<file path="config.mk">
export PLATFORM = sky130hd
export DESIGN_NAME = drum_audio_bridge
export DESIGN_NICKNAME = d
export VERILOG_FILES = /design/src/rtl/drum_audio_bridge.sv
export SDC_FILE = /design/constraint.sdc
export NUM_CORES = 1
export LEC_CHECK = 0
export CORE_UTILIZATION = 38
export DETAILED_ROUTE_END_ITERATION = 10
export GPL_ROUTABILITY_DRIVEN = 0
export MAX_ROUTING_LAYER = met4
export PLACE_DENSITY = 0.75
export SLEW_MARGIN = 25
export SYNTH_ARGS = -nofsm -noshare
export SYNTH_HDL_FRONTEND = slang
export SYNTH_SLANG_ARGS = --single-unit
</file>
<file path="constraint.sdc">
create_clock -name clk_i -period 1.7 [get_ports clk_i]
set_clock_uncertainty 0.1 [all_clocks]
set_input_delay 0.17 -clock clk_i [delete_from_list [all_inputs] [get_ports clk_i]]
set_output_delay 0.17 -clock clk_i [all_outputs]
set_load 0.03 [all_outputs]
</file>
<file path="src/rtl/drum_audio_bridge.sv">
// Drum column controller and audio FIFO writer: re-arms the column array and streams the centre node to the audio core.
// Optional build macro DRUM_CYCLE_STATS_EN adds iteration cycle statistics outputs.
module drum_audio_bridge #(
    parameter logic [31:0] AUDIO_BASE  = 32'hFF20_3040,
    parameter int unsigned AUDIO_SHIFT = 14
) (
    input  logic        clk_i,
    input  logic        reset_i,
    input  logic        run_i,
    input  logic        iteration_done_i,
    input  logic [17:0] center_node_i,
    output logic        iteration_enable_o,
    output logic [31:0] bus_address_o,
    output logic        bus_read_o,
    output logic        bus_write_o,
    output logic [31:0] bus_writedata_o,
    input  logic [31:0] bus_readdata_i,
    input  logic        bus_waitrequest_i,
    output logic [31:0] sample_count_o
`ifdef DRUM_CYCLE_STATS_EN
    ,
    output logic [15:0] iter_cycles_o,
    output logic [15:0] max_iter_cycles_o
`endif
);

    // state      | meaning
    // WAIT_DONE  | idle until run and all columns report ITERATION_DONE
    // CAPTURE    | latch scaled centre node into the sample register
    // RELEASE    | one-cycle iteration_enable, columns start next step
    // RD_SPACE   | poll fifospace until both channels have room
    // WR_LEFT    | write sample to the left FIFO
    // WR_RIGHT   | write sample to the right FIFO, count the sample
    typedef enum logic [2:0] {
        S_WAIT_DONE,
        S_CAPTURE,
        S_RELEASE,
        S_RD_SPACE,
        S_WR_LEFT,
        S_WR_RIGHT
    } state_t;

    localparam logic [31:0] ADDR_SPACE = AUDIO_BASE + 32'd4;
    localparam logic [31:0] ADDR_LEFT  = AUDIO_BASE + 32'd8;
    localparam logic [31:0] ADDR_RIGHT = AUDIO_BASE + 32'd12;

    state_t      state_q;
    logic [31:0] sample_q;
    logic        iteration_enable_q;
    logic        bus_read_q;
    logic        bus_write_q;
    logic [31:0] bus_address_q;
    logic [31:0] bus_writedata_q;
    logic [31:0] sample_count_q;

    logic [31:0] center_sext;
    logic [31:0] sample_d;
    logic [31:0] sample_count_d;
    logic        space_ok;
    logic        bus_accept;
    logic        unused_readdata;

    assign center_sext    = {{14{center_node_i[17]}}, center_node_i};
    assign sample_d       = center_sext << AUDIO_SHIFT;
    assign sample_count_d = sample_count_q + 32'd1;
    // Only the write-space bytes matter; the read-space half of fifospace is ignored.
    assign space_ok       = (bus_readdata_i[31:24] != 8'd0) && (bus_readdata_i[23:16] != 8'd0);
    assign bus_accept     = ~bus_waitrequest_i;
    assign unused_readdata = ^bus_readdata_i[15:0];

    always_ff @(posedge clk_i) begin
        if (reset_i) begin
            state_q            <= S_WAIT_DONE;
            sample_q           <= '0;
            iteration_enable_q <= 1'b0;
            bus_read_q         <= 1'b0;
            bus_write_q        <= 1'b0;
            bus_address_q      <= '0;
            bus_writedata_q    <= '0;
            sample_count_q     <= '0;
        end else begin
            iteration_enable_q <= 1'b0;
            unique case (state_q)
                S_WAIT_DONE: begin
                    if (run_i && iteration_done_i) begin
                        state_q <= S_CAPTURE;
                    end
                end
                S_CAPTURE: begin
                    sample_q           <= sample_d;
                    iteration_enable_q <= 1'b1;
                    state_q            <= S_RELEASE;
                end
                S_RELEASE: begin
                    bus_read_q    <= 1'b1;
                    bus_address_q <= ADDR_SPACE;
                    state_q       <= S_RD_SPACE;
                end
                S_RD_SPACE: begin
                    // A refused poll leaves bus_read low for one cycle before asking again.
                    if (!bus_read_q) begin
                        bus_read_q <= 1'b1;
                    end else if (bus_accept) begin
                        bus_read_q <= 1'b0;
                        if (space_ok) begin
                            bus_write_q     <= 1'b1;
                            bus_address_q   <= ADDR_LEFT;
                            bus_writedata_q <= sample_q;
                            state_q         <= S_WR_LEFT;
                        end
                    end
                end
                S_WR_LEFT: begin
                    if (bus_accept) begin
                        bus_address_q <= ADDR_RIGHT;
                        state_q       <= S_WR_RIGHT;
                    end
                end
                S_WR_RIGHT: begin
                    if (bus_accept) begin
                        bus_write_q    <= 1'b0;
                        bus_address_q  <= '0;
                        sample_count_q <= sample_count_d;
                        state_q        <= S_WAIT_DONE;
                    end
                end
                default: begin
                    state_q     <= S_WAIT_DONE;
                    bus_read_q  <= 1'b0;
                    bus_write_q <= 1'b0;
                end
            endcase
        end
    end

    assign iteration_enable_o = iteration_enable_q;
    assign bus_address_o      = bus_address_q;
    assign bus_read_o         = bus_read_q;
    assign bus_write_o        = bus_write_q;
    assign bus_writedata_o    = bus_writedata_q;
    assign sample_count_o     = sample_count_q;

`ifdef DRUM_CYCLE_STATS_EN
    logic [15:0] cyc_cnt_q;
    logic        counting_q;
    logic [15:0] iter_cycles_q;
    logic [15:0] max_iter_cycles_q;

    // Measures RELEASE-to-done latency of the column array, saturating at all ones.
    always_ff @(posedge clk_i) begin
        if (reset_i) begin
            cyc_cnt_q         <= '0;
            counting_q        <= 1'b0;
            iter_cycles_q     <= '0;
            max_iter_cycles_q <= '0;
        end else if (state_q == S_RELEASE) begin
            cyc_cnt_q  <= '0;
            counting_q <= 1'b1;
        end else if (counting_q) begin
            if ((state_q == S_WAIT_DONE) && iteration_done_i) begin
                counting_q    <= 1'b0;
                iter_cycles_q <= cyc_cnt_q;
                if (cyc_cnt_q > max_iter_cycles_q) begin
                    max_iter_cycles_q <= cyc_cnt_q;
                end
            end else if (cyc_cnt_q != 16'hFFFF) begin
                cyc_cnt_q <= cyc_cnt_q + 16'd1;
            end
        end
    end

    assign iter_cycles_o     = iter_cycles_q;
    assign max_iter_cycles_o = max_iter_cycles_q;
`endif

endmodule

</file>
* Word level (Yosys, flattened, before mapping)
Cells that the tools add are included.
** Cells by class
- Multiplexer cells :: 22
- Add/sub/neg operators :: 1
- Eq/ne operators :: 11
- Bitwise operators :: 2
- Reduce and logical (&&, ||, !) cells :: 13
** Operators with widths (number)
- $mux W32 :: 5
- $pmux W32 S4 :: 1
- $add A32 B1 Y32 const B :: 1
- $mux W3 :: 6
- $pmux W3 S6 :: 1
- $reduce_bool A8 Y1 :: 2
- $ne A2 B2 Y1 const B :: 6
- $reduce_and A6 Y1 :: 2
- $reduce_or A4 Y1 :: 2
- $mux W1 :: 7
- $eq A3 B2 Y1 const B :: 2
- $eq A3 B3 Y1 const B :: 2
- $pmux W1 S3 :: 2
- $reduce_and A5 Y1 :: 1
- $reduce_and A4 Y1 :: 1
- $reduce_bool A4 Y1 :: 1
- $eq A3 B1 Y1 const B :: 1
- $logic_not A3 Y1 :: 1
- $logic_and A1 B1 Y1 :: 2
- $not A1 Y1 :: 2
- $reduce_and A2 Y1 :: 1
** Storage, ports and cells
- Bits in registers :: 106
- Input bits :: 55
- Output and inout port bits :: 99
- Word-level logic and storage cells :: 57

* Logic depth before layout (Yosys ltp)
- Depth after elaboration :: 6
- Depth in mapped cells :: 8

* Least setup slack after synthesis
OpenSTA, ideal clock, no wires.
- Kind :: register -> register
- Start :: reg sample_count_q[9], in the netlist sample_count_o[9]
- End :: reg sample_count_q[31], in the netlist sample_count_o[31]
- Setup time :: 70 ps
- Path slack :: -321 ps
- Data arrival time :: 1851 ps
- Stages on the path, launching flop included :: 6
- Required time :: 1530 ps
- Path through :: dfxtp_1 > nand4_2 > nor4_4 > nand3_4 > or3_1 > a21oi_1
** Between the ends
- Cells in the longest elaborated chain, start to end :: 1
** RTL lines
- from (decl) :: RTL line 54 : logic [31:0] sample_count_q;
- from (signal assigned) :: RTL line 123 : sample_count_q <= sample_count_d;
- $add A32 B1 Y32 :: RTL line 65 : assign sample_count_d = sample_count_q + 32'd1;
No other way between the ends.
A chain may end at the register's enable or synchronous reset.

* Worst setup path in the final report
- Start :: reg state_q[1]
- End :: reg sample_count_q[29], in the netlist sample_count_o[29]
** Between the ends
- Cells in the longest elaborated chain, start to end :: 2
** RTL lines
- from (decl) :: RTL line 47 : state_t state_q;
- from (signal assigned) :: RTL line 73 : state_q <= S_WAIT_DONE;
- from (signal assigned) :: RTL line 86 : state_q <= S_CAPTURE;
- from (signal assigned) :: RTL line 92 : state_q <= S_RELEASE;
- $eq A3 B3 Y1 :: RTL line 83 : unique case (state_q)
- $reduce_and A2 Y1 (no source line)
No other way between the ends.

==> flow_summary.json <==
{
  "globalRouteMet1Util_pct": 21.6,
  "crit_buf_inv": 0,
  "final_min_period_over_clock_period_pct": 97.6,
  "yosys-mux-area-fraction_pct": 5.33,
  "grt_overflow_total": 0,
  "grt_start_max_net_pins": 21,
  "numClockSinks": 77,
  "final-setup-viol-count": 0,
  "p_per_area_nw_per_um2": 937,
  "yosys-top-cells-area": "sky130_fd_sc_hd__dfxtp_1 43%, sky130_fd_sc_hd__buf_4 9.7%, sky130_fd_sc_hd__nand2_1 5.6%",
  "yosys_warns": 0,
  "vias_in_the_first_global_route": 3023,
  "critical_path_arrival_ns": 1.85,
  "synth_largest_type_area_fraction_pct": 43.2,
  "routed_wl_um": 8670,
  "syn_inst": 417,
  "post_synth_instance_area_sq_um": 3570,
  "maximum_vdd_ir_drop_mv": 0.464,
  "fraction_of_the_yosys_area_taken_by_sequential_cells_pct": 43.2,
  "period_needed_ns": 1.66,
  "sequential_cell_area_in_the_final_layout_sq_um": 1600,
  "path_class": "reg2reg",
  "unrepaired_setup_endpoints_after_global_routing": "true",
  "cts-root-buf": "sky130_fd_sc_hd__clkbuf_8",
  "syn-mean-instance-area_sq_um": 8.56,
  "crit_required_ns": 1.89,
  "timing.critical_path.slowest_cell_delay_ns": 0.34,
  "cts.path.max_buffers": 2,
  "holdBufCountCts": 0,
  "synth_simple_gate_area_share_pct": 23.5,
  "worst_slack_ns": 0.0412,
  "crit_fanout": 6,
  "antenna_cells": 0,
  "preCtsSetupSlack_ns": -0.358,
  "setup_tns_ns": 0,
  "clk_transition_reported_paths_ns": 0.09,
  "critical_path_depth": 5,
  "leakagePower_nw": 2.54,
  "holdCritPathClass": "in2reg",
  "synth.ff_latch_count": 77,
  "cp-startpoint": "state_q[1]",
  "synth-compound-area-share_pct": 8.02,
  "clkLatencyLatePin_ns": 0.35,
  "avg_wl_per_cell_um": 13.0,
  "gr-usage-met2_pct": 29.5,
  "run_status": "complete, no violations",
  "first_pass_grt_wire_length_um": 13800,
  "layout.cells.most_common_list": "54 x sky130_fd_sc_hd__dfxtp_1, 54 x sky130_fd_sc_hd__clkdlybuf4s50_1, 53 x sky130_fd_sc_hd__nand2_1, 49 x sky130_fd_sc_hd__nor2_1, 43 x sky130_fd_sc_hd__buf_4",
  "tritoncts": "done",
  "floorplan.core_area_sq_um": 9150,
  "post_synth_fa_ha_maj_area_fraction_pct": 1.05,
  "peak_freq_mhz": 603,
  "regToRegEndpoint": "sample_count_o[29]",
  "drv_slew": 0,
  "yosys.cell_types.count": 39,
  "placement_rows": 35,
  "synth_edf_count": 0,
  "io_pins": 154,
  "finalHoldViolCount": 0,
  "globalRouteTotalUtil_pct": 17.9,
  "detail_route.vias_per_cell": 4.81,
  "floorplan.initialDensity_pct": 39.0,
  "worst_path_dominant_cell_family": "simple AND/OR/NAND/NOR gates",
  "yosys_most_used_dff": "sky130_fd_sc_hd__dfxtp_1",
  "critical_path_capture_point": "sample_count_o[29]",
  "proportion_of_register_bits_with_asynchronous_set_or_reset_after_synthesis_pct": 0,
  "regToRegSetupSlack_ns": 0.04,
  "fp.dieH_um": 98.9,
  "die_w_um": 98.9,
  "critPathCaptureType": "flip-flop",
  "antenna_found_initial": 0,
  "post_route_cells_drive_above_1_share_pct": 20.2,
  "cp-start-kind": "flip-flop",
  "fillers": 796,
  "crit_path_max_delay_cell_type": "sky130_fd_sc_hd__dfxtp_2",
  "grt.met3_usage_pct": 4.47,
  "route.detailed.drc": 0,
  "antenna_violating_nets_post_route": 0,
  "critical_path.cell_chain": "and4bb_4, and4_4, nand3_4, or3_4, a21oi_2",
  "numCtsBuffers": 9,
  "area_of_combinational_cells_with_multiple_inputs_sq_um": 1820,
  "r2r.worst_path.cells": 5,
  "globalRoute.busiestLayer": "met2",
  "ctsHtreeMaxLevel": 3,
  "worstReg2RegStart": "state_q[1]",
  "synth.largest_area_cell": "sky130_fd_sc_hd__dfxtp_1",
  "design.die.area_sq_um": 9790,
  "detailroute.via_count": 3196,
  "area_growth_pct": 46.3,
  "placement.io_buffers": 105,
  "synth_xor_xnor_area_share_pct": 6.62,
  "final_nets": 607,
  "detailed_place_hpwl_um": 6040,
  "dr.first_iter.drc_count": 85,
  "detailedRoute.firstPassIterationCount": 4,
  "cap_viol_max_count": 0,
  "main_combinational_cell_family_by_area_after_synthesis": "simple AND/OR/NAND/NOR gates"
}
==> routing by layer <==
layer	share of wire, %	vias to the layer above
met4	1.4	0
li1	-	1601
met2	48	91
met5	0	-
met1	46	1491
met3	4.8	13
==> synth_stat cells, types with 3 or more instances <==
master,number
sky130_fd_sc_hd__buf_4,46
sky130_fd_sc_hd__and3_1,8
sky130_fd_sc_hd__nand2_1,53
sky130_fd_sc_hd__and4_1,4
sky130_fd_sc_hd__a21oi_1,33
sky130_fd_sc_hd__nand3_1,13
sky130_fd_sc_hd__inv_1,5
sky130_fd_sc_hd__mux2i_1,19
sky130_fd_sc_hd__clkbuf_1,12
sky130_fd_sc_hd__nor4_1,8
sky130_fd_sc_hd__xnor2_1,10
sky130_fd_sc_hd__nor2_1,49
sky130_fd_sc_hd__or3_1,6
sky130_fd_sc_hd__nand4_1,8
sky130_fd_sc_hd__xor2_1,17
sky130_fd_sc_hd__ha_1,3
sky130_fd_sc_hd__dfxtp_1,77
sky130_fd_sc_hd__o21ai_0,15
sky130_fd_sc_hd__buf_2,4
==> flip-flops by register name, summed over array words and instances (netlist names) <==
name	flops
sample_count_o	32
bus_write_o	1
iteration_enable_o	1
state_q	3
bus_address_o	3
bus_writedata_o	18
sample_q	18
bus_read_o	1
==> how the worst min path moves through the flow <==
stage	startpoint	to	slack [ns]	depth (start not counted)
after global routing	reset_i	bus_writedata_o[26]	0.14	2
after detailed placement	sample_q[18]	sample_q[18]	0.35	2
final	reset_i	bus_writedata_o[31]	0.14	2
after CTS	reset_i	bus_writedata_o[26]	0.13	2
after global placement	sample_q[19]	sample_q[19]	0.34	2
after floorplan	center_node_i[0]	sample_q[14]	0.21	2
==> power by group <==
group / switching [mW] / leakage [nW] / total (mW) / internal (mW)
clock network: 0.735 / 0.0910 / 1.28 / 0.550
logic: 0.934 / 1.81 / 1.58 / 0.642
registers: 0.0931 / 0.638 / 2.03 / 1.94
==> cell type report <==
type                       instances  area share (%)
clock buffer                       9            2.37
clock inverter                     7            1.08
inverter                           5           0.359
multi-input combinational        302            34.8
sequential                        77            30.6
tap                              111            2.66
timing repair buffer             154            28.1
==> through the flow <==
stage | instance area (sq um) | instances | hold WS [ns] | total power, mW | util [%]
3_3_place_gp | 4910 | 644 | 0.342 | 3.61 | 53.6
5_1_grt | 5220 | 665 | 0.139 | 5.19 | 57.1
4_1_cts | 5050 | 660 | 0.133 | 4.89 | 55.2
2_1_floorplan | 3760 | 448 | 0.206 | 3.17 | -
6_report | 5220 | 665 | 0.140 | 4.89 | 57.1
3_5_place_dp | 4910 | 644 | 0.346 | 3.65 | 53.6
==> cells by family after synthesis <==
| group | Yosys count |
|---|---|
| simple gates | 167 |
| compound gates | 54 |
| flops | 77 |
| other cells | 1 |
| fa+ha+maj | 3 |
| mux | 19 |
| buf+inv | 69 |
| xor+xnor | 27 |
==> timing repair <==
item,in CTS,in global routing
gates resized for setup,41,34
endpoints found under the setup margin,45,36
setup buffers,0,5
pin swaps,5,9
No activity file was read; power rests on OpenSTA's default activity.
